**src/rtl/sad_fifo_bank.sv**
```systemverilog
// Bank of NUM_CH independent FIFOs feeding the SAD datapath; 1-cycle registered read, flags from next count.
// Full FIFO rejects a write unless a read happens in the same cycle; empty FIFO rejects reads (sticky errors).
module sad_fifo_bank #(
    parameter int DATA_W = 8,
    parameter int DEPTH  = 256,
    parameter int NUM_CH = 2,
    parameter int AF_LVL = 240,
    parameter int AE_LVL = 16,
    localparam int AW    = $clog2(DEPTH),
    localparam int CW    = AW + 1
) (
    input  logic                     clk,
    input  logic                     rst,
    input  logic [NUM_CH-1:0]        wr,
    input  logic [NUM_CH-1:0]        rd,
    input  logic [NUM_CH-1:0]        flush,
    input  logic [NUM_CH-1:0]        err_clr,
    input  logic [NUM_CH*DATA_W-1:0] data_in,
    output logic [NUM_CH*DATA_W-1:0] data_out,
    output logic [NUM_CH-1:0]        data_valid,
    output logic [NUM_CH-1:0]        empty,
    output logic [NUM_CH-1:0]        full,
    output logic [NUM_CH-1:0]        almost_empty,
    output logic [NUM_CH-1:0]        almost_full,
    output logic [NUM_CH*CW-1:0]     count,
    output logic [NUM_CH-1:0]        overflow,
    output logic [NUM_CH-1:0]        underflow
);

    for (genvar c = 0; c < NUM_CH; c++) begin : g_ch
        logic [DATA_W-1:0] mem_q [DEPTH];
        logic [AW-1:0]     wr_ptr_q, rd_ptr_q;
        logic [CW-1:0]     cnt_q, cnt_d;
        logic [DATA_W-1:0] dout_q;
        logic              dvld_q, empty_q, full_q, ae_q, af_q, ovf_q, unf_q;
        logic              wr_ok, rd_ok, ovf_set, unf_set;

        // A full FIFO still accepts a write when a read frees the slot in the same cycle.
        always_comb begin
            wr_ok   = wr[c] & (~full_q | rd[c]) & ~flush[c];
            rd_ok   = rd[c] & ~empty_q & ~flush[c];
            ovf_set = wr[c] & full_q & ~rd[c];
            unf_set = rd[c] & empty_q;
            cnt_d   = cnt_q + CW'(wr_ok) - CW'(rd_ok);
            if (flush[c]) begin
                cnt_d = '0;
            end
        end

        always_ff @(posedge clk) begin
            if (rst && wr_ok) begin
                mem_q[wr_ptr_q] <= data_in[c*DATA_W +: DATA_W];
            end
        end

        always_ff @(posedge clk or negedge rst) begin
            if (!rst) begin
                wr_ptr_q <= '0;
                rd_ptr_q <= '0;
                cnt_q    <= '0;
                dout_q   <= '0;
                dvld_q   <= 1'b0;
                empty_q  <= 1'b1;
                full_q   <= 1'b0;
                ae_q     <= 1'b1;
                af_q     <= 1'b0;
                ovf_q    <= 1'b0;
                unf_q    <= 1'b0;
            end else begin
                if (flush[c]) begin
                    wr_ptr_q <= '0;
                    rd_ptr_q <= '0;
                end else begin
                    if (wr_ok) wr_ptr_q <= wr_ptr_q + AW'(1);
                    if (rd_ok) rd_ptr_q <= rd_ptr_q + AW'(1);
                end
                if (rd_ok) dout_q <= mem_q[rd_ptr_q];
                dvld_q  <= rd_ok;
                cnt_q   <= cnt_d;
                empty_q <= (cnt_d == '0);
                full_q  <= (cnt_d == CW'(DEPTH));
                ae_q    <= (cnt_d <= CW'(AE_LVL));
                af_q    <= (cnt_d >= CW'(AF_LVL));
                ovf_q   <= ovf_set | (ovf_q & ~err_clr[c]);
                unf_q   <= unf_set | (unf_q & ~err_clr[c]);
            end
        end

        assign data_out[c*DATA_W +: DATA_W] = dout_q;
        assign count[c*CW +: CW]            = cnt_q;
        assign data_valid[c]                = dvld_q;
        assign empty[c]                     = empty_q;
        assign full[c]                      = full_q;
        assign almost_empty[c]              = ae_q;
        assign almost_full[c]               = af_q;
        assign overflow[c]                  = ovf_q;
        assign underflow[c]                 = unf_q;
    end

endmodule

```
**config.mk**
```make
export PLATFORM = sky130hd
export DESIGN_NAME = sad_fifo_bank
export DESIGN_NICKNAME = d
export VERILOG_FILES = /design/src/rtl/sad_fifo_bank.sv
export SDC_FILE = /design/constraint.sdc
export NUM_CORES = 2
export LEC_CHECK = 0
export ABC_CLOCK_PERIOD_IN_PS = 5220
export BUFFER_PORTS_ARGS = -buffer_cell sky130_fd_sc_hd__buf_4
export CAP_MARGIN = 20
export CORE_AREA = 3 3 627 442
export CTS_BUF_LIST = sky130_fd_sc_hd__clkbuf_8
export DETAILED_ROUTE_END_ITERATION = 8
export DIE_AREA = 0 0 630 445
export PLACE_DENSITY = 0.76
export RECOVER_POWER = 50
export SYNTH_ARGS = -nofsm -noshare
export SYNTH_HDL_FRONTEND = slang
export SYNTH_SLANG_ARGS = --single-unit
```
**constraint.sdc**
```tcl
create_clock -name clk -period 5.22 [get_ports clk]
set_input_delay 1.044 -clock clk [delete_from_list [all_inputs] [get_ports clk]]
set_output_delay 1.044 -clock clk [all_outputs]
set_load 0.05 [all_outputs]
```
==> flow_summary.yaml <==
run_status:
  status: "finished, violations left"
  violations: "max-capacitance violations, max-slew violations"
logic_synthesis:
  synth_edf_count: 4096
  netlist-cell-type-count: 62
  synth.avg_cell_area_um2: 20.6
  ys_ff_latch: 4176
  yosys_warnings: 0
  synthCells: 7889
  synth_nets: 7945
  syn_area_um2: 163000
  ys_async_sr_fraction_pct: 1.92
  ys_seq_area_share_pct: 76.7
  synthFlopType: "edfxtp_1"
place:
  portBuffers: 73
  placed_cell_area_um2: 168000
  place_hpwl_mm: 245
  gp_congestion: 0.947
die:
  coreArea_um2: 271000
  die_h_um: 445
  ios: 74
  start_util_pct: 60.0
  die_area_um2: 280000
  rows: 160
  die_x_um: 630
power_and_ir_drop:
  peakVddDrop_v: 0.000245
  p_leak_nw: 55.4
  powerDensity_nw_per_um2: 385
min_path:
  holdCritPathClass: "input port to flip-flop"
timing:
  tightest_slew_ns: 4.64
  rsz0062_at_grt: "no"
  post-route-period-util_pct: 89.0
  fin_skew_ns: 0.0791
  setup_viol: 0
  finalSetupTns_ns: 0
  max_freq_ghz: 0.215
  max_slew_margin_pct: -209
  hold_viol: 0
  min_period_ns: 4.64
  final_max_slew_viol_count: 2778
cells_and_area:
  syn2layout_area_growth_pct: 9.48
  fillers: 17000
  fin_area_um2: 178000
  drive_above_1_share_pct: 21.8
  nets: 8359
clock_tree:
  cts_resized: 0
  clkTransAtPathRegs_ns: 0.06
  clock_sinks: 4176
  tritoncts: "done"
  insertion_delay_ns: 1.06
  cts_buffers: 606
  cts.root.buffer_cell: "clkbuf_8"
  clockBufferDepth: 4
  htree_levels: 6
worst_setup_path:
  crit_arrival_ns: 5.30
  startpoint_type: "input port"
  cp_max_fo: 91
  required_ns: 5.88
  cp-end-kind: "flip-flop"
  criticalPathCategory: "input port to flip-flop"
detailed_routing:
  firstDrtPassIters: 8
  ant_nets: 0
  drt_wl_total_mm: 402
  drtIter0Drc: 12700
  wire_per_inst_um: 32.4
  routed_via_density: 6.75
  drc: 0
  num_vias: 83700
global_routing:
  grt_max_degree: 176
  grt_pass1_vias: 82400
  antenna_found_initial: 12
  grt_overflow: 0
  track_usage_pct: 28.8
  grt_pass1_wl_mm: 584
flow_run:
  max_cap_viol_count: 31
-- layer usage --
layer  track usage, %  share of wire [%]  vias to the layer above
li1                 -                  -                    33700
met1             44.0                 39                    43400
met2             39.3                 43                     5906
met3             9.58                 15                      750
met4             9.81                3.6                        4
met5                0             0.0097                        -
-- logic make-up (layout without fill, tap and decap cells) --
family,Yosys count,in the layout,share of synthesized area [%]
simple gates,973,973,2.53
fa+ha+maj,30,30,0.240
mux,1403,1403,15.4
compound gates,743,743,3.21
buf+inv,527,1381,1.65
flops,4176,4176,76.7
other cells,0,9,0
xor+xnor,37,37,0.199
-- power breakdown --
| group | internal, W | total (W) | leakage [nW] | switching [W] |
|---|---|---|---|---|
| clock network | 0.0115 | 0.0236 | 6.23 | 0.0121 |
| registers | 0.0370 | 0.0373 | 37.8 | 0.000282 |
| logic | 0.00325 | 0.00775 | 11.3 | 0.00450 |
| total | 0.0518 | 0.0687 | 55.4 | 0.0169 |
-- stage by stage --
step	total power, W	setup slack [ns]	util [%]	hold slack, ns	cells
6_report	0.0687	0.576	65.7	0.196	12400
5_1_grt	0.0709	0.482	65.7	0.162	12400
4_1_cts	0.0689	1.12	65.8	0.119	12400
3_5_place_dp	0.0457	0.778	61.9	0.482	11300
3_3_place_gp	0.0456	0.753	61.9	0.477	11300
2_1_floorplan	0.0431	1.28	-	0.497	7889
-- placed cells by master (no fill, tap or decap), types with 24 or more instances in the layout --
| master | instances |
|---|---|
| o21ai_0 | 59 |
| edfxtp_1 | 4096 |
| a21oi_1 | 148 |
| nand2_1 | 114 |
| nor4_1 | 24 |
| buf_12 | 47 |
| dfrtp_1 | 68 |
| nor2_1 | 617 |
| ha_1 | 28 |
| mux2i_1 | 498 |
| nor3_1 | 65 |
| a211oi_1 | 31 |
| inv_1 | 266 |
| clkinv_1 | 122 |
| nor2b_1 | 34 |
| o221ai_1 | 235 |
| o22ai_1 | 154 |
| buf_4 | 195 |
| nand3_1 | 45 |
| mux4_2 | 886 |
| a22oi_1 | 26 |
| clkbuf_8 | 628 |
| clkinv_2 | 36 |
-- area by class of cell --
cell class | count | area, um2 | area share [%]
Sequential cell | 4176 | 125000 | 70.1
Multi-Input combinational cell | 3186 | 35300 | 19.8
Clock buffer | 627 | 8630 | 4.84
Tap cell | 3645 | 4560 | 2.56
Timing Repair Buffer | 285 | 2670 | 1.49
Clock inverter | 421 | 2000 | 1.12
Inverter | 48 | 191 | 0.107
Antenna cell | 9 | 22.5 | 0.0126
-- state kept, by name (all words and copies together) (netlist names), 16 cells and up --
signal and flops:
g_ch.cnt_q 18, g_ch.rd_ptr_q 16, g_ch.mem_q 4096, g_ch.dout_q 16, g_ch.wr_ptr_q 16
-- synthesized netlist by cell type (4+ instances only) --
cell / n / share of area, %
xor2_1: 14 / 0.075
buf_1: 44 / 0.10
a221oi_1: 8 / 0.043
or2_2: 4 / 0.015
or3_1: 5 / 0.019
o21ai_0: 59 / 0.18
a211o_1: 8 / 0.043
clkbuf_1: 231 / 0.53
dfstp_2: 4 / 0.065
o221ai_1: 235 / 1.3
a2111oi_0: 7 / 0.038
a221o_1: 8 / 0.049
a22oi_1: 26 / 0.12
and2_1: 22 / 0.084
o311ai_0: 5 / 0.027
nor4_1: 24 / 0.092
ha_1: 28 / 0.22
nor3_1: 65 / 0.20
mux2i_1: 498 / 3.1
xnor2_1: 23 / 0.12
a21oi_1: 148 / 0.45
nand2b_1: 20 / 0.077
o22ai_1: 154 / 0.59
mux2_2: 19 / 0.13
buf_4: 95 / 0.44
a21o_1: 8 / 0.037
nor2b_1: 36 / 0.14
inv_1: 46 / 0.11
buf_2: 74 / 0.23
buf_6: 34 / 0.24
edfxtp_1: 4096 / 76
nand4_1: 6 / 0.023
a211oi_1: 31 / 0.14
o21ai_1: 7 / 0.022
a22o_1: 7 / 0.038
nand2_1: 120 / 0.28
mux4_2: 886 / 12
nand3_1: 45 / 0.14
dfrtp_1: 76 / 1.2
o21bai_1: 4 / 0.018
o31ai_1: 11 / 0.051
nor2_1: 618 / 1.4
-- final timing paths --
check / from / endpoint / slack [ns] / cells past startpoint
hold reg to reg: g_ch[1].dout_q[0]$_DFFE_PN0P_ / g_ch[1].dout_q[0]$_DFFE_PN0P_ / 0.51 / 1
min in group asynchronous: rst / g_ch[0].cnt_q[2]$_DFF_PN0_ / 1.24 / 3
hold / removal: err_clr[0] / g_ch[0].ovf_q$_DFF_PN0_ / 0.20 / 2
max in group asynchronous: rst / g_ch[1].rd_ptr_q[0]$_DFFE_PN0P_ / 1.26 / 4
setup / recovery: data_in[5] / g_ch[0].mem_q[168][5]$_DFFE_PP_ / 0.58 / 3
setup reg to reg: g_ch[1].empty_q$_DFF_PN1_ / g_ch[1].ae_q$_DFF_PN1_ / 0.71 / 15
-- repair_timing --
action,4_1_cts,5_1_grt
hold buffers,1,0
hold endpoints to repair,18,0
buffers inserted,0,0
-- worst max-delay path: stages --
cell	delay, ns
clkbuf_1	2.89
buf_16	0.31
clkbuf_4	0.85
Note: power is estimated with default switching activity, not from simulation.
